`src/rtl/pow_n_multi_cycle_hs.sv`:
```
// pow_n_multi_cycle_hs: n**e with a runtime exponent, one multiply per enabled cycle, ready/valid input
// Define POW_OVERFLOW_DETECT_EN to flag results truncated to W bits on res_ovf.
module pow_n_multi_cycle_hs #(
  parameter int W     = 8,
  parameter int EXP_W = 3
) (
  input  logic             clk,
  input  logic             rst_n,
  input  logic             clk_en,
  input  logic             arg_vld,
  output logic             arg_rdy,
  input  logic [W-1:0]     n,
  input  logic [EXP_W-1:0] e,
  output logic             res_vld,
  output logic [W-1:0]     res,
  output logic             res_ovf
);
  typedef enum logic {IDLE, CALC} state_t;
  state_t           state;
  logic [W-1:0]     n_q, acc;
  logic [EXP_W-1:0] cnt;
`ifdef POW_OVERFLOW_DETECT_EN
  logic [2*W-1:0] prod;
  logic           flag;
  assign prod = {{W{1'b0}}, acc} * {{W{1'b0}}, n_q};
  // Sticky per-operation truncation flag, published alongside res
  always_ff @(posedge clk or negedge rst_n)
    if (!rst_n) begin
      flag    <= 1'b0;
      res_ovf <= 1'b0;
    end else if (clk_en) begin
      if (state == IDLE && arg_vld) flag <= 1'b0;
      else if (state == CALC && cnt != '0) flag <= flag | (|prod[2*W-1:W]);
      else if (state == CALC) res_ovf <= flag;
    end
`else
  logic [W-1:0] prod;
  assign prod    = acc * n_q;
  assign res_ovf = 1'b0;
`endif
  assign arg_rdy = state == IDLE;
  always_ff @(posedge clk or negedge rst_n)
    if (!rst_n) begin
      state   <= IDLE;
      n_q     <= '0;
      cnt     <= '0;
      acc     <= '0;
      res     <= '0;
      res_vld <= 1'b0;
    end else if (clk_en) begin
      res_vld <= 1'b0;
      if (state == IDLE) begin
        if (arg_vld) begin
          n_q   <= n;
          cnt   <= e;
          acc   <= W'(1);
          state <= CALC;
        end
      end else if (cnt != '0) begin
        acc <= prod[W-1:0];
        cnt <= cnt - 1'b1;
      end else begin
        res     <= acc;
        res_vld <= 1'b1;
        state   <= IDLE;
      end
    end
endmodule

```
`config.mk`:
```
export PLATFORM = sky130hd
export DESIGN_NAME = pow_n_multi_cycle_hs
export DESIGN_NICKNAME = d
export VERILOG_FILES = /design/src/rtl/pow_n_multi_cycle_hs.sv
export SDC_FILE = /design/constraint.sdc
export NUM_CORES = 1
export LEC_CHECK = 0
export CORE_MARGIN = 2
export CORE_UTILIZATION = 40
export DETAILED_ROUTE_END_ITERATION = 8
export GPL_TIMING_DRIVEN = 0
export PLACE_DENSITY = 0.6
export SKIP_CTS_REPAIR_TIMING = 1
export SLEW_MARGIN = 5
export SYNTH_ARGS = -nofsm -noshare
export SYNTH_HDL_FRONTEND = slang
export SYNTH_SLANG_ARGS = --single-unit
```
`constraint.sdc`:
```
create_clock -name clk -period 5.59 [get_ports clk]
set_input_delay 0.8385 -clock clk [delete_from_list [all_inputs] [get_ports clk]]
set_output_delay 0.8385 -clock clk [all_outputs]
set_load 0.02 [all_outputs]
```
# Yosys cells after proc, flatten, opt, wreduce, memory -nomap -nowiden
# Index checks and enable logic that the tools add are counted.
word_totals:
  in_bits: 15
  regBits: 29
classes:
  mux: 11
  bitwise_logic: 2
  mul: 1
  reduce_logical: 5
  eq_ne: 1
  n_addsub: 1
op_table:
  columns: ["cell", "count"]
  rows:
  - ["$mux 8", 3]
  - ["$mux 3", 3]
  - ["$reduce_and 3->1", 3]
  - ["$mul 8x8->8", 1]
  - ["$mux 1", 5]
  - ["$reduce_bool 3->1", 1]
  - ["$sub 3x1->3 const B", 1]
  - ["$ne 2x1->1 const B", 1]
  - ["$not 1->1", 2]
  - ["$reduce_bool 2->1", 1]

# Logic depth before layout (Yosys ltp)
logic_depth:
  word_depth: 3
  depth_mapped: 14
  mapped_depth_nobuf: 14

# Worst setup path after synthesis
# No wires, ideal clock.
synth_timing:
  path_kind: "register to register"
  from: "register acc[1]"
  to: "register acc[7]"
  synth_period_minus_slack_ps: 3926
  setup_ps: 121
  arrival_ps: 3805
  required_ps: 5469
  slack_ps: 1664
  path_stages_with_launch: 14
  path_buffers: 0
  cell_sequence: "dfrtp_1 nand2_1 fa_1 fa_1 inv_1 fa_1 inv_1 fa_1 inv_1 ha_1 a21oi_1 xnor3_1 xnor3_1 a22o_1"
synth_between:
  elab_chain_len: 3
synth_lines:
  columns: ["item", "line", "rtl"]
  rows:
  - ["from (decl)", "20", "logic [W-1:0] n_q, acc;"]
  - ["from (signal assigned)", "60", "acc <= prod[W-1:0];"]
  - ["$mul 8x8->8", "38", "assign prod = acc * n_q;"]
  - ["$mux 8", "59", "end else if (cnt != '0) begin"]
  - ["$mux 8", "52", "if (state == IDLE) begin"]
# No other way between the ends. The select of a mux whose other input is x is not followed.
# A chain may end at the register's enable or synchronous reset.

# Worst setup path after layout
layout_timing:
  from: "register acc[2]"
  to: "register acc[7]"
# Same word-level chain as after synthesis.

==> results_dict.tcl <==
set metrics [dict create \
    areaGrowthSynthToFinish_pct 20.8 \
    clock_path_buffers 2 \
    rsz0062_at_grt "no" \
    drtAntennaViolNets 0 \
    grt_start_max_net_pins 30 \
    switching_share 0.400 \
    cpPeakStageDelay_ns 0.56 \
    core_sq_um 5040 \
    first_global_vias 1350 \
    cts_sinks 29 \
    fin_crit_ns 4.23 \
    synth_nets 239 \
    hold_viol_final 0 \
    muxShareOfSynthArea 0.0873 \
    synth-simple-area-share 0.119 \
    yosys_warnings 0 \
    cts_buffers 5 \
    dp_hpwl_mm 2.94 \
    cts_tree "built" \
    synthXorXnorAreaFrac 0.0727 \
    cp.arrival_ns 4.40 \
    final_area_sq_um 2490 \
    outcome "finished clean" \
    synth_edf_count 0 \
    synth_top_family_by_area "adder cells" \
    max_clock_freq_ghz 0.236 \
    vias 1370 \
    grt_pass1_wl_mm 6.32 \
    drt_pass1_iterations 4 \
    cp.required_ns 5.76 \
    power_frac_seq 0.295 \
    routed_wl_mm 3.71 \
    dieArea_sq_um 5750 \
    powerDensity_nw_per_um2 570 \
    p_sw_uw 568 \
    r2r_start "acc[2]$_DFFE_PN0P_" \
    leakagePower_nw 1.23 \
    syn-instance-count 194 \
    fp-row-count 26 \
    syn-mean-instance-area_sq_um 10.6 \
    timing.max_cap.violations 0 \
    antenna_found_initial 0 \
    dieHeight_microns 75.8 \
    crit_type "reg -> reg" \
    end_kind "flop" \
    htree_levels 2 \
    synth_flop_cell "dfrtp_1" \
    synth_area_sq_um 2060 \
    min_path_type "reg -> reg" \
    cp-startpoint "acc[2]$_DFFE_PN0P_" \
    synthAdderAreaFrac 0.225 \
    setup_viol 0 \
    ir_worst_vdd_v 0.000280 \
    intPower_uw 853 \
    die_w_microns 75.8 \
    grt_usage 0.152 \
    overflow 0 \
    clock_latency_ns 0.28 \
    crit_path_cell_trace "nand2_1, fa_1, fa_1, inv_1, fa_1, inv_1, fa_1, inv_1, ha_1, a21oi_1, xnor3_1, xnor3_1, a22o_1" \
    slowest_stage "fa_1" \
    timing.critical_path.mode_cell "fa_1" \
    r2r_slack_ns 1.36 \
    final_layout_size_suffix_gt1_frac 0.151 \
    ys_seq_area_frac 0.352 \
    fin_worst_skew_ns 0.00364 \
    synth_seq_cells 29 \
    diodes 0 \
    root_buffer "clkbuf_8" \
    synth_cell_types 33 \
    pwr-share-clk 0.155 \
    cp_max_fo 8 \
    io_pins 26 \
    fin_crit_sh 0.757 \
    path_clk_slew_ns 0.06 \
    viasPerCell 4.64 \
    port_buffers 23 \
    combinationalPowerShare 0.550 \
    synthArstFlopShare 1.00 \
    gp_congestion 0.769 \
    synth_compound_area_frac 0.0764 \
    drt_iter0_drc 21 \
    maxSlewHeadroom 0.569 \
    worst_pin_slew_ns 0.646 \
    tns_ns 0 \
    worstSetupStartpointType "flop" \
    drc_errors 0 \
    final_core_util 0.495 \
    start_util 0.409 \
    hp-start "cnt[1]$_DFFE_PN0P_" \
    layout.nets 269 \
    routedWlPerCell_microns 12.6 \
    placed_cell_area_sq_um 2380 \
    report.final.slew_viol_count 0 \
]
synth_stat cells, types with 2 or more instances:
| library cell | number | share of area |
|---|---|---|
| xnor2_1 | 10 | 0.042 |
| o21ai_0 | 6 | 0.015 |
| a22o_1 | 5 | 0.021 |
| and2_1 | 12 | 0.036 |
| mux2_2 | 16 | 0.087 |
| ha_1 | 18 | 0.11 |
| a21o_1 | 2 | 0.0073 |
| dfrtp_1 | 29 | 0.35 |
| inv_1 | 29 | 0.053 |
| and2_2 | 4 | 0.015 |
| nor2_1 | 2 | 0.0036 |
| nand2_1 | 23 | 0.042 |
| a21oi_1 | 4 | 0.0097 |
| fa_1 | 12 | 0.12 |
| nand3_1 | 2 | 0.0048 |
| xor2_1 | 2 | 0.0085 |
| xnor3_1 | 2 | 0.022 |
state kept, by name (all words and copies together) (netlist names):
name / cells
acc: 8
cnt: 3
n_q: 8
res: 8
res_vld: 1
state: 1
placed cells by master (no fill, tap or decap), types with 2 or more instances in the layout:
cell             Yosys  routed
nand3_1              2       2
nor2_1               2       2
xnor2_1             10      10
dfrtp_1             29      29
fa_1                12      12
xnor3_1              2       2
clkdlybuf4s50_1      0      22
and2_1              12      12
clkbuf_8             0       6
a21o_1               2       2
nand2_1             23      23
a21oi_1              4       4
a22o_1               5       5
inv_1               29      29
ha_1                18      18
and2_2               4       4
o21ai_0              6       6
xor2_1               2       2
clkbuf_1             1       2
mux2_2              16      16
worst max-delay path, delay by kind of cell (launching register included):
kind	cells	cell delay [ns]
adder cells (fa/ha/maj)	5	2.31
flip-flops	1	0.52
XOR/XNOR	2	0.60
AO/OA/AOI/OAI	2	0.41
buffers and inverters	3	0.15
AND/OR/NAND/NOR	1	0.13
through the flow:
stage | hold slack [ns] | power [mW] | instances | setup WS (ns)
after floorplan | 0.450 | 0.985 | 194 | 1.66
after global placement | 0.464 | 1.21 | 287 | 1.34
after detailed placement | 0.480 | 1.22 | 287 | 1.33
after CTS | 0.495 | 1.44 | 295 | 1.32
after global routing | 0.523 | 1.56 | 295 | 1.13
final | 0.485 | 1.42 | 295 | 1.36
layer usage:
layer  vias up  GRT usage  routed length [microns]
met4         0     0.0585                       65
li1        689          -                        -
met3         6     0.0410                      103
met5         -          0                        0
met1       655      0.209                     1790
met2        20      0.229                     1750
path summary, 6_finish.rpt:
path | cells after the start | end
min in group asynchronous | 1 | n_q[6]$_DFFE_PN0P_
worst max-delay path | 13 | acc[7]$_DFFE_PN0P_
worst max register to register | 13 | acc[7]$_DFFE_PN0P_
max in group asynchronous | 1 | res[2]$_DFFE_PN0P_
worst min register to register | 2 | cnt[1]$_DFFE_PN0P_
worst min-delay path | 2 | cnt[1]$_DFFE_PN0P_
final cells by class:
class                      instances  area, sq um
buffer                             4         26.3
clock buffer                       7         86.3
clock inverter                     1         30.0
fill                             486         2550
inverter                          29          109
multi-input combinational        132         1200
sequential                        29          726
tap                               70         87.6
timing repair buffer              23          225
power by group through the flow:
stage | Clock (mW) | Sequential, mW | Combinational [mW]
CTS | 0.224 | 0.421 | 0.800
floorplan | 0 | 0.419 | 0.566
finish | 0.220 | 0.419 | 0.781
global route | 0.237 | 0.439 | 0.883
global placement | 0 | 0.425 | 0.788
detailed placement | 0 | 0.423 | 0.795
cells by family (layout without fill, tap and decap cells):
| group | after synthesis | count (layout) |
|---|---|---|
| xor gates and xnor gates | 14 | 14 |
| muxes | 16 | 16 |
| DFF | 29 | 29 |
| other | 1 | 1 |
| buffers and inverters | 33 | 64 |
| and+or+nand+nor | 48 | 48 |
| AOI/OAI and AO/OA | 23 | 23 |
| adders and majority gates | 30 | 30 |
Power figures use the tool's default switching activity.
